===== src/rtl/cache_bus_pkg.sv =====
// Shared constants and FSM state encodings for the cache-to-memory arbiter.
// States are one-hot so each FSM output decodes from a single state bit.
package cache_bus_pkg;
  localparam logic [2:0] RD_TYPE_LINE = 3'b100;
  localparam int         LINE_OFF_W   = 4;

  typedef enum logic [2:0] {
    R_IDLE = 3'b001,
    R_REQ  = 3'b010,
    R_RESP = 3'b100
  } rd_state_e;

  typedef enum logic [2:0] {
    W_IDLE = 3'b001,
    W_REQ  = 3'b010,
    W_WAIT = 3'b100
  } wr_state_e;
endpackage


===== src/rtl/cache_mem_arbiter_if.sv =====
// Cache-side and bridge-side signals of the arbiter in one bundle.
// slave = arbiter view, master = caches plus memory bridge.
interface cache_mem_arbiter_if #(
  parameter int ADDR_W = 32,
  parameter int LINE_W = 128
);
  logic              ic_rd_req, dc_rd_req;
  logic [2:0]        ic_rd_type, dc_rd_type;
  logic [ADDR_W-1:0] ic_rd_addr, dc_rd_addr;
  logic              ic_rd_rdy, dc_rd_rdy;
  logic              ic_ret_valid, dc_ret_valid;
  logic              ic_ret_last, dc_ret_last;
  logic [31:0]       ic_ret_data, dc_ret_data;

  logic              dc_wr_req;
  logic [2:0]        dc_wr_type;
  logic [3:0]        dc_wr_wstrb;
  logic [ADDR_W-1:0] dc_wr_addr;
  logic [LINE_W-1:0] dc_wr_data;
  logic              dc_wr_rdy;

  logic              mem_rd_req;
  logic [2:0]        mem_rd_type;
  logic [ADDR_W-1:0] mem_rd_addr;
  logic              mem_rd_rdy;
  logic              mem_ret_valid, mem_ret_last;
  logic [31:0]       mem_ret_data;

  logic              mem_wr_req;
  logic [2:0]        mem_wr_type;
  logic [ADDR_W-1:0] mem_wr_addr;
  logic [3:0]        mem_wr_wstrb;
  logic [LINE_W-1:0] mem_wr_data;
  logic              mem_wr_rdy, mem_wr_done;

  modport slave (
    input  ic_rd_req, ic_rd_type, ic_rd_addr, dc_rd_req, dc_rd_type, dc_rd_addr,
    output ic_rd_rdy, dc_rd_rdy, ic_ret_valid, dc_ret_valid, ic_ret_last, dc_ret_last,
    output ic_ret_data, dc_ret_data,
    input  dc_wr_req, dc_wr_type, dc_wr_wstrb, dc_wr_addr, dc_wr_data,
    output dc_wr_rdy,
    output mem_rd_req, mem_rd_type, mem_rd_addr,
    input  mem_rd_rdy, mem_ret_valid, mem_ret_last, mem_ret_data,
    output mem_wr_req, mem_wr_type, mem_wr_addr, mem_wr_wstrb, mem_wr_data,
    input  mem_wr_rdy, mem_wr_done
  );

  modport master (
    output ic_rd_req, ic_rd_type, ic_rd_addr, dc_rd_req, dc_rd_type, dc_rd_addr,
    input  ic_rd_rdy, dc_rd_rdy, ic_ret_valid, dc_ret_valid, ic_ret_last, dc_ret_last,
    input  ic_ret_data, dc_ret_data,
    output dc_wr_req, dc_wr_type, dc_wr_wstrb, dc_wr_addr, dc_wr_data,
    input  dc_wr_rdy,
    input  mem_rd_req, mem_rd_type, mem_rd_addr,
    output mem_rd_rdy, mem_ret_valid, mem_ret_last, mem_ret_data,
    input  mem_wr_req, mem_wr_type, mem_wr_addr, mem_wr_wstrb, mem_wr_data,
    output mem_wr_rdy, mem_wr_done
  );
endinterface


===== src/rtl/cache_mem_arbiter_arb_rr2.sv =====
// Two-way read grant (bit0 = dcache, bit1 = icache); combinational pick, registered priority.
// With RR_EN=0 the dcache always wins a tie and the pointer has no effect.
module arb_rr2 #(
  parameter int RR_EN = 1
) (
  input  logic       clk,
  input  logic       reset,
  input  logic [1:0] i_req,
  input  logic       i_take,
  output logic       o_gnt_ic
);
  logic r_prio_ic;
  logic w_gnt_ic;

  always_comb begin
    w_gnt_ic = i_req[1];
    if (i_req == 2'b11) w_gnt_ic = (RR_EN != 0) ? r_prio_ic : 1'b0;
  end

  // Whoever wins now yields the tie to the other master next time.
  always_ff @(posedge clk) begin
    if (reset) r_prio_ic <= 1'b0;
    else if (i_take && (i_req != 2'b00)) r_prio_ic <= ~w_gnt_ic;
  end

  assign o_gnt_ic = w_gnt_ic;
endmodule


===== src/rtl/cache_mem_arbiter.sv =====
// Shares one bridge read port (one line in flight) and one buffered write-back between icache and dcache.
// Reads to a line with a pending or just-accepted write-back are held until the write completes.
module cache_mem_arbiter
  import cache_bus_pkg::*;
#(
  parameter int ADDR_W = 32,
  parameter int LINE_W = 128,
  parameter int RR_EN  = 1
) (
  input logic clk,
  input logic reset,
  cache_mem_arbiter_if.slave io_bus
);
  rd_state_e         r_state, w_rnext;
  wr_state_e         r_wstate, w_wnext;
  logic              r_gnt_ic;
  logic [1:0]        r_beat_cnt;
  logic [2:0]        r_wb_type;
  logic [3:0]        r_wb_wstrb;
  logic [ADDR_W-1:0] r_wb_addr;
  logic [LINE_W-1:0] r_wb_data;

  logic w_wr_acc, w_ic_haz, w_dc_haz, w_ic_elig, w_dc_elig, w_take, w_arb_gnt_ic;

  assign w_wr_acc = io_bus.dc_wr_req && (r_wstate == W_IDLE);

  // Line match against the buffered write and against a write being accepted this very cycle.
  assign w_ic_haz =
    ((r_wstate != W_IDLE) && (io_bus.ic_rd_addr[ADDR_W-1:LINE_OFF_W] == r_wb_addr[ADDR_W-1:LINE_OFF_W])) ||
    (w_wr_acc && (io_bus.ic_rd_addr[ADDR_W-1:LINE_OFF_W] == io_bus.dc_wr_addr[ADDR_W-1:LINE_OFF_W]));
  assign w_dc_haz =
    ((r_wstate != W_IDLE) && (io_bus.dc_rd_addr[ADDR_W-1:LINE_OFF_W] == r_wb_addr[ADDR_W-1:LINE_OFF_W])) ||
    (w_wr_acc && (io_bus.dc_rd_addr[ADDR_W-1:LINE_OFF_W] == io_bus.dc_wr_addr[ADDR_W-1:LINE_OFF_W]));

  assign w_ic_elig = io_bus.ic_rd_req && !w_ic_haz;
  assign w_dc_elig = io_bus.dc_rd_req && !w_dc_haz;

  arb_rr2 #(.RR_EN(RR_EN)) u_arb (
    .clk      (clk),
    .reset    (reset),
    .i_req    ({w_ic_elig, w_dc_elig}),
    .i_take   (w_take),
    .o_gnt_ic (w_arb_gnt_ic)
  );

  always_comb begin
    w_rnext             = r_state;
    w_take              = 1'b0;
    io_bus.mem_rd_req   = 1'b0;
    io_bus.mem_rd_type  = '0;
    io_bus.mem_rd_addr  = '0;
    io_bus.ic_rd_rdy    = 1'b0;
    io_bus.dc_rd_rdy    = 1'b0;
    io_bus.ic_ret_valid = 1'b0;
    io_bus.dc_ret_valid = 1'b0;
    io_bus.ic_ret_last  = 1'b0;
    io_bus.dc_ret_last  = 1'b0;
    io_bus.ic_ret_data  = '0;
    io_bus.dc_ret_data  = '0;
    unique case (r_state)
      R_IDLE: begin
        if (w_ic_elig || w_dc_elig) begin
          w_take  = 1'b1;
          w_rnext = R_REQ;
        end
      end
      R_REQ: begin
        io_bus.mem_rd_req  = 1'b1;
        io_bus.mem_rd_type = r_gnt_ic ? io_bus.ic_rd_type : io_bus.dc_rd_type;
        io_bus.mem_rd_addr = r_gnt_ic ? io_bus.ic_rd_addr : io_bus.dc_rd_addr;
        if (io_bus.mem_rd_rdy) begin
          io_bus.ic_rd_rdy = r_gnt_ic;
          io_bus.dc_rd_rdy = !r_gnt_ic;
          w_rnext          = R_RESP;
        end
      end
      R_RESP: begin
        io_bus.ic_ret_valid = r_gnt_ic && io_bus.mem_ret_valid;
        io_bus.dc_ret_valid = !r_gnt_ic && io_bus.mem_ret_valid;
        io_bus.ic_ret_last  = r_gnt_ic && io_bus.mem_ret_last;
        io_bus.dc_ret_last  = !r_gnt_ic && io_bus.mem_ret_last;
        io_bus.ic_ret_data  = io_bus.mem_ret_data;
        io_bus.dc_ret_data  = io_bus.mem_ret_data;
        if (io_bus.mem_ret_valid && io_bus.mem_ret_last) w_rnext = R_IDLE;
      end
      default: w_rnext = R_IDLE;
    endcase
  end

  always_ff @(posedge clk) begin
    if (reset) begin
      r_state    <= R_IDLE;
      r_gnt_ic   <= 1'b0;
      r_beat_cnt <= '0;
    end else begin
      r_state <= w_rnext;
      if (w_take) r_gnt_ic <= w_arb_gnt_ic;
      if ((r_state == R_REQ) && (w_rnext == R_RESP)) r_beat_cnt <= '0;
      else if ((r_state == R_RESP) && io_bus.mem_ret_valid) r_beat_cnt <= r_beat_cnt + 2'd1;
    end
  end

  always_comb begin
    w_wnext           = r_wstate;
    io_bus.dc_wr_rdy  = 1'b0;
    io_bus.mem_wr_req = 1'b0;
    unique case (r_wstate)
      W_IDLE: begin
        io_bus.dc_wr_rdy = 1'b1;
        if (io_bus.dc_wr_req) w_wnext = W_REQ;
      end
      W_REQ: begin
        io_bus.mem_wr_req = 1'b1;
        if (io_bus.mem_wr_rdy) w_wnext = W_WAIT;
      end
      W_WAIT: begin
        if (io_bus.mem_wr_done) w_wnext = W_IDLE;
      end
      default: w_wnext = W_IDLE;
    endcase
  end

  always_ff @(posedge clk) begin
    if (reset) begin
      r_wstate   <= W_IDLE;
      r_wb_type  <= '0;
      r_wb_wstrb <= '0;
      r_wb_addr  <= '0;
      r_wb_data  <= '0;
    end else begin
      r_wstate <= w_wnext;
      if (w_wr_acc) begin
        r_wb_type  <= io_bus.dc_wr_type;
        r_wb_wstrb <= io_bus.dc_wr_wstrb;
        r_wb_addr  <= io_bus.dc_wr_addr;
        r_wb_data  <= io_bus.dc_wr_data;
      end
    end
  end

  assign io_bus.mem_wr_type  = r_wb_type;
  assign io_bus.mem_wr_wstrb = r_wb_wstrb;
  assign io_bus.mem_wr_addr  = r_wb_addr;
  assign io_bus.mem_wr_data  = r_wb_data;
endmodule


===== src/flat_wrapper.sv =====
// flat-port wrapper written by rule: the top's interface ports become plain ports
module cache_mem_arbiter_flat import cache_bus_pkg::*;
#(
  parameter int ADDR_W = 32,
  parameter int LINE_W = 128,
  parameter int RR_EN  = 1
)
  (clk, reset, io_bus_ic_rd_req, io_bus_ic_rd_type, io_bus_ic_rd_addr, io_bus_dc_rd_req, io_bus_dc_rd_type, io_bus_dc_rd_addr, io_bus_ic_rd_rdy, io_bus_dc_rd_rdy, io_bus_ic_ret_valid, io_bus_dc_ret_valid, io_bus_ic_ret_last, io_bus_dc_ret_last, io_bus_ic_ret_data, io_bus_dc_ret_data, io_bus_dc_wr_req, io_bus_dc_wr_type, io_bus_dc_wr_wstrb, io_bus_dc_wr_addr, io_bus_dc_wr_data, io_bus_dc_wr_rdy, io_bus_mem_rd_req, io_bus_mem_rd_type, io_bus_mem_rd_addr, io_bus_mem_rd_rdy, io_bus_mem_ret_valid, io_bus_mem_ret_last, io_bus_mem_ret_data, io_bus_mem_wr_req, io_bus_mem_wr_type, io_bus_mem_wr_addr, io_bus_mem_wr_wstrb, io_bus_mem_wr_data, io_bus_mem_wr_rdy, io_bus_mem_wr_done);
  cache_mem_arbiter_if #(.ADDR_W(ADDR_W), .LINE_W(LINE_W)) io_bus_i ();
  input logic clk;
  input logic reset;
  input wire logic [$bits(io_bus_i.ic_rd_req)-1:0] io_bus_ic_rd_req;
  input wire logic [$bits(io_bus_i.ic_rd_type)-1:0] io_bus_ic_rd_type;
  input wire logic [$bits(io_bus_i.ic_rd_addr)-1:0] io_bus_ic_rd_addr;
  input wire logic [$bits(io_bus_i.dc_rd_req)-1:0] io_bus_dc_rd_req;
  input wire logic [$bits(io_bus_i.dc_rd_type)-1:0] io_bus_dc_rd_type;
  input wire logic [$bits(io_bus_i.dc_rd_addr)-1:0] io_bus_dc_rd_addr;
  output wire logic [$bits(io_bus_i.ic_rd_rdy)-1:0] io_bus_ic_rd_rdy;
  output wire logic [$bits(io_bus_i.dc_rd_rdy)-1:0] io_bus_dc_rd_rdy;
  output wire logic [$bits(io_bus_i.ic_ret_valid)-1:0] io_bus_ic_ret_valid;
  output wire logic [$bits(io_bus_i.dc_ret_valid)-1:0] io_bus_dc_ret_valid;
  output wire logic [$bits(io_bus_i.ic_ret_last)-1:0] io_bus_ic_ret_last;
  output wire logic [$bits(io_bus_i.dc_ret_last)-1:0] io_bus_dc_ret_last;
  output wire logic [$bits(io_bus_i.ic_ret_data)-1:0] io_bus_ic_ret_data;
  output wire logic [$bits(io_bus_i.dc_ret_data)-1:0] io_bus_dc_ret_data;
  input wire logic [$bits(io_bus_i.dc_wr_req)-1:0] io_bus_dc_wr_req;
  input wire logic [$bits(io_bus_i.dc_wr_type)-1:0] io_bus_dc_wr_type;
  input wire logic [$bits(io_bus_i.dc_wr_wstrb)-1:0] io_bus_dc_wr_wstrb;
  input wire logic [$bits(io_bus_i.dc_wr_addr)-1:0] io_bus_dc_wr_addr;
  input wire logic [$bits(io_bus_i.dc_wr_data)-1:0] io_bus_dc_wr_data;
  output wire logic [$bits(io_bus_i.dc_wr_rdy)-1:0] io_bus_dc_wr_rdy;
  output wire logic [$bits(io_bus_i.mem_rd_req)-1:0] io_bus_mem_rd_req;
  output wire logic [$bits(io_bus_i.mem_rd_type)-1:0] io_bus_mem_rd_type;
  output wire logic [$bits(io_bus_i.mem_rd_addr)-1:0] io_bus_mem_rd_addr;
  input wire logic [$bits(io_bus_i.mem_rd_rdy)-1:0] io_bus_mem_rd_rdy;
  input wire logic [$bits(io_bus_i.mem_ret_valid)-1:0] io_bus_mem_ret_valid;
  input wire logic [$bits(io_bus_i.mem_ret_last)-1:0] io_bus_mem_ret_last;
  input wire logic [$bits(io_bus_i.mem_ret_data)-1:0] io_bus_mem_ret_data;
  output wire logic [$bits(io_bus_i.mem_wr_req)-1:0] io_bus_mem_wr_req;
  output wire logic [$bits(io_bus_i.mem_wr_type)-1:0] io_bus_mem_wr_type;
  output wire logic [$bits(io_bus_i.mem_wr_addr)-1:0] io_bus_mem_wr_addr;
  output wire logic [$bits(io_bus_i.mem_wr_wstrb)-1:0] io_bus_mem_wr_wstrb;
  output wire logic [$bits(io_bus_i.mem_wr_data)-1:0] io_bus_mem_wr_data;
  input wire logic [$bits(io_bus_i.mem_wr_rdy)-1:0] io_bus_mem_wr_rdy;
  input wire logic [$bits(io_bus_i.mem_wr_done)-1:0] io_bus_mem_wr_done;
  assign io_bus_i.ic_rd_req = io_bus_ic_rd_req;
  assign io_bus_i.ic_rd_type = io_bus_ic_rd_type;
  assign io_bus_i.ic_rd_addr = io_bus_ic_rd_addr;
  assign io_bus_i.dc_rd_req = io_bus_dc_rd_req;
  assign io_bus_i.dc_rd_type = io_bus_dc_rd_type;
  assign io_bus_i.dc_rd_addr = io_bus_dc_rd_addr;
  assign io_bus_ic_rd_rdy = io_bus_i.ic_rd_rdy;
  assign io_bus_dc_rd_rdy = io_bus_i.dc_rd_rdy;
  assign io_bus_ic_ret_valid = io_bus_i.ic_ret_valid;
  assign io_bus_dc_ret_valid = io_bus_i.dc_ret_valid;
  assign io_bus_ic_ret_last = io_bus_i.ic_ret_last;
  assign io_bus_dc_ret_last = io_bus_i.dc_ret_last;
  assign io_bus_ic_ret_data = io_bus_i.ic_ret_data;
  assign io_bus_dc_ret_data = io_bus_i.dc_ret_data;
  assign io_bus_i.dc_wr_req = io_bus_dc_wr_req;
  assign io_bus_i.dc_wr_type = io_bus_dc_wr_type;
  assign io_bus_i.dc_wr_wstrb = io_bus_dc_wr_wstrb;
  assign io_bus_i.dc_wr_addr = io_bus_dc_wr_addr;
  assign io_bus_i.dc_wr_data = io_bus_dc_wr_data;
  assign io_bus_dc_wr_rdy = io_bus_i.dc_wr_rdy;
  assign io_bus_mem_rd_req = io_bus_i.mem_rd_req;
  assign io_bus_mem_rd_type = io_bus_i.mem_rd_type;
  assign io_bus_mem_rd_addr = io_bus_i.mem_rd_addr;
  assign io_bus_i.mem_rd_rdy = io_bus_mem_rd_rdy;
  assign io_bus_i.mem_ret_valid = io_bus_mem_ret_valid;
  assign io_bus_i.mem_ret_last = io_bus_mem_ret_last;
  assign io_bus_i.mem_ret_data = io_bus_mem_ret_data;
  assign io_bus_mem_wr_req = io_bus_i.mem_wr_req;
  assign io_bus_mem_wr_type = io_bus_i.mem_wr_type;
  assign io_bus_mem_wr_addr = io_bus_i.mem_wr_addr;
  assign io_bus_mem_wr_wstrb = io_bus_i.mem_wr_wstrb;
  assign io_bus_mem_wr_data = io_bus_i.mem_wr_data;
  assign io_bus_i.mem_wr_rdy = io_bus_mem_wr_rdy;
  assign io_bus_i.mem_wr_done = io_bus_mem_wr_done;
  cache_mem_arbiter #(.ADDR_W(ADDR_W), .LINE_W(LINE_W), .RR_EN(RR_EN)) u_core (.clk(clk), .reset(reset), .io_bus(io_bus_i));
endmodule

===== config.mk =====
export PLATFORM = sky130hd
export DESIGN_NAME = cache_mem_arbiter_flat
export DESIGN_NICKNAME = d
export VERILOG_FILES = /design/src/rtl/cache_bus_pkg.sv /design/src/rtl/cache_mem_arbiter_if.sv /design/src/rtl/cache_mem_arbiter_arb_rr2.sv /design/src/rtl/cache_mem_arbiter.sv /design/src/flat_wrapper.sv
export SDC_FILE = /design/constraint.sdc
export NUM_CORES = 1
export LEC_CHECK = 0
export ABC_AREA = 1
export BUFFER_PORTS_ARGS = -buffer_cell sky130_fd_sc_hd__buf_2
export CORE_AREA = 4 4 213 215
export CTS_CLUSTER_DIAMETER = 150
export DETAILED_ROUTE_END_ITERATION = 12
export DIE_AREA = 0 0 217 219
export HOLD_SLACK_MARGIN = 0.1
export SYNTH_ARGS = -nofsm -noshare
export SYNTH_HDL_FRONTEND = slang
export SYNTH_SLANG_ARGS = --single-unit

===== constraint.sdc =====
create_clock -name clk -period 3.41 [get_ports clk]
set_input_delay 0.341 -clock clk [delete_from_list [all_inputs] [get_ports clk]]
set_output_delay 0.341 -clock clk [all_outputs]
set_load 0.01 [all_outputs]

==> flow_summary.yaml <==
run_status:
  outcome: "completed"
timing:
  rsz0062_at_grt: "false"
  hold_viol_final: 0
  fin_setup_tns_ps: 0
  setup-violations-final: 0
  finalClockSkew_ps: 27.6
  max_freq_mhz: 426
  slew_violations: 0
  relSlewSlack: 0.375
  post-route-period-util: 0.688
  min_period_ps: 2340
  tightestPinTransition_ps: 937
die:
  ios: 554
  die-area_um2: 47500
  initial_core_util: 0.197
  num_rows: 77
  core_um2: 43700
  dieWidth_um: 217
  chipHeight_um: 219
synthesis:
  synth_top_cell_area_share: 0.406
  syn_area_um2: 8640
  netlist.top_cell.by_area: "dfxtp_1"
  syn_inst: 1277
  synth_commonest_cells: "nor2_1, dfxtp_1, nand2_1"
  synth-edff-count: 0
  synthArstFlopShare: 0
  seq_area_frac_synth: 0.406
  syn_nets: 1556
  netlist-cell-type-count: 29
  yosysMostFrequentCell: "nor2_1"
  yosysWarnings: 0
  synth-seq-cells: 175
  synthTopCellsByArea: "dfxtp_1, nor2_1, o21ai_0"
  yosys_most_used_dff: "dfxtp_1"
  synth_area_per_cell_um2: 6.76
grt:
  grt_pass1_wl_um: 53800
  antenna_found_initial: 10
  grt_max_degree: 104
  grtUsageTotal: 0.146
  overflow: 0
  grt_pass1_vias: 9509
place:
  dp_hpwl_um: 28800
  gp_congestion: 0.822
  io_buffers: 553
final_layout:
  area_growth_pct: 48.3
  num-nets-final: 2086
  fill_cells: 4871
  fin_util: 0.293
  drive_above_1_share: 0.339
setup_path:
  cp_cell_sequence: "inv_1 > nand2_1 > a21oi_1 > buf_2"
  cp.arrival_ps: 2000
  path_max_fanout: 22
  crit_required_ps: 3070
  slowest_stage: "inv_1"
  slowest_delay_ps: 670
  crit_type: "register to primary output"
  cp-end-kind: "primary output"
  critPathLaunchType: "register"
clock_network:
  cts_resized: 0
  hold_buffers: 41
  path_clk_slew_ps: 70
  root_buffer: "clkbuf_16"
  cts.sinks: 175
  cts_setup_buffers: 0
  htree_levels: 4
  clk_path_buf_depth: 2
  cts_tree: "done"
  insertion_delay_ps: 470
  cts_made_buffers: 17
pwr:
  leakagePower_nw: 6.60
  peakVddDrop_mv: 0.287
  powerDensity_nw_per_um2: 482
drt:
  drc: 0
  wl_um: 37000
  vias: 9948
  avgViaCountPerCell: 4.12
  antenna_left: 0
  wl_per_cell_um: 15.3
  drtIter0Drc: 563
  drt_first_pass_iters: 5
run:
  maxCapViolations: 0
hold_path:
  holdCritPathClass: "input port to register"
critical path: cells and delay by family (launching register included):
kind            cells  cell delay [ps]
compound gates      1              210
buf+inv             2              840
flops               1              320
simple gates        1              180
state kept, by name, summed over array words and instances, names as in the netlist:
name                        cells
u_core.io_bus.mem_wr_wstrb      4
u_core.io_bus.mem_wr_data     128
u_core.r_state                  3
u_core.r_gnt_ic                 1
u_core.u_arb.r_prio_ic          1
u_core.io_bus.mem_wr_addr      32
u_core.io_bus.mem_wr_type       3
u_core.r_wstate                 3
worst paths after layout:
path                                    end  slack, ps  cells past startpoint                            from
min reg2reg  u_core.io_bus.mem_wr_data[110]        480                      2  u_core.io_bus.mem_wr_data[110]
max                  io_bus_mem_rd_addr[29]       1070                      4                 u_core.r_gnt_ic
max reg2reg   u_core.io_bus.mem_wr_data[73]       1270                      8              u_core.r_wstate[2]
min           u_core.io_bus.mem_wr_data[22]        140                      3           io_bus_dc_wr_data[22]
stage by stage:
stage               power, mW  instances  setup WS [ps]  hold WS [ps]  area [um^2]
floorplan                3.32       1277           1720           403         8640
global placement         4.02       2339           1330           460        11800
detailed placement       4.05       2339           1230           467        11800
CTS                      6.29       2411            968           100        12800
global route             6.54       2414            883           122        12800
finish                   6.18       2414           1070           139        12800
final cells by class:
class / instances / area (um^2) / share of cell area
diodes: 3 / 7.51 / 0.000586
clock buffers: 19 / 433 / 0.0338
clock inverters: 12 / 195 / 0.0152
inverters: 86 / 330 / 0.0258
multi-input cells: 916 / 4270 / 0.333
flip-flops and latches: 175 / 3500 / 0.274
well taps: 592 / 741 / 0.0578
repair buffers: 611 / 3330 / 0.260
per-layer routing:
metal	vias to the layer above	global-route usage	wire, um
met5	-	0	23
met4	4	0.0490	663
met3	45	0.0486	2860
met2	343	0.236	17500
met1	4553	0.184	16000
li1	5003	-	-
cells by family after synthesis:
kind of cell,share of synthesized area
flip-flops,0.406
AND/OR/NAND/NOR,0.268
XOR/XNOR,0.0923
AO/OA/AOI/OAI,0.133
buffers and inverters,0.101
cell usage in the layout (no fill, tap or decap), types with 4 or more instances in the layout:
master / Yosys / layout
dlygate4sd3_1: 0 / 41
bufinv_16: 0 / 4
inv_6: 0 / 6
nor3_1: 7 / 7
o21ai_1: 16 / 16
inv_1: 80 / 80
buf_2: 9 / 553
nand3_1: 10 / 10
o21ai_0: 153 / 153
xnor2_1: 69 / 69
buf_4: 39 / 15
nor2_1: 409 / 409
nand2_1: 157 / 157
a21oi_1: 56 / 56
dfxtp_1: 175 / 174
clkbuf_16: 0 / 17
xor2_1: 22 / 22
where the power goes:
part | internal (mW) | total, mW | switching, mW
Combinational | 0.643 | 1.59 | 0.949
Sequential | 2.28 | 2.43 | 0.147
Clock | 1.25 | 2.15 | 0.909
No activity file was read; power rests on OpenSTA's default activity.
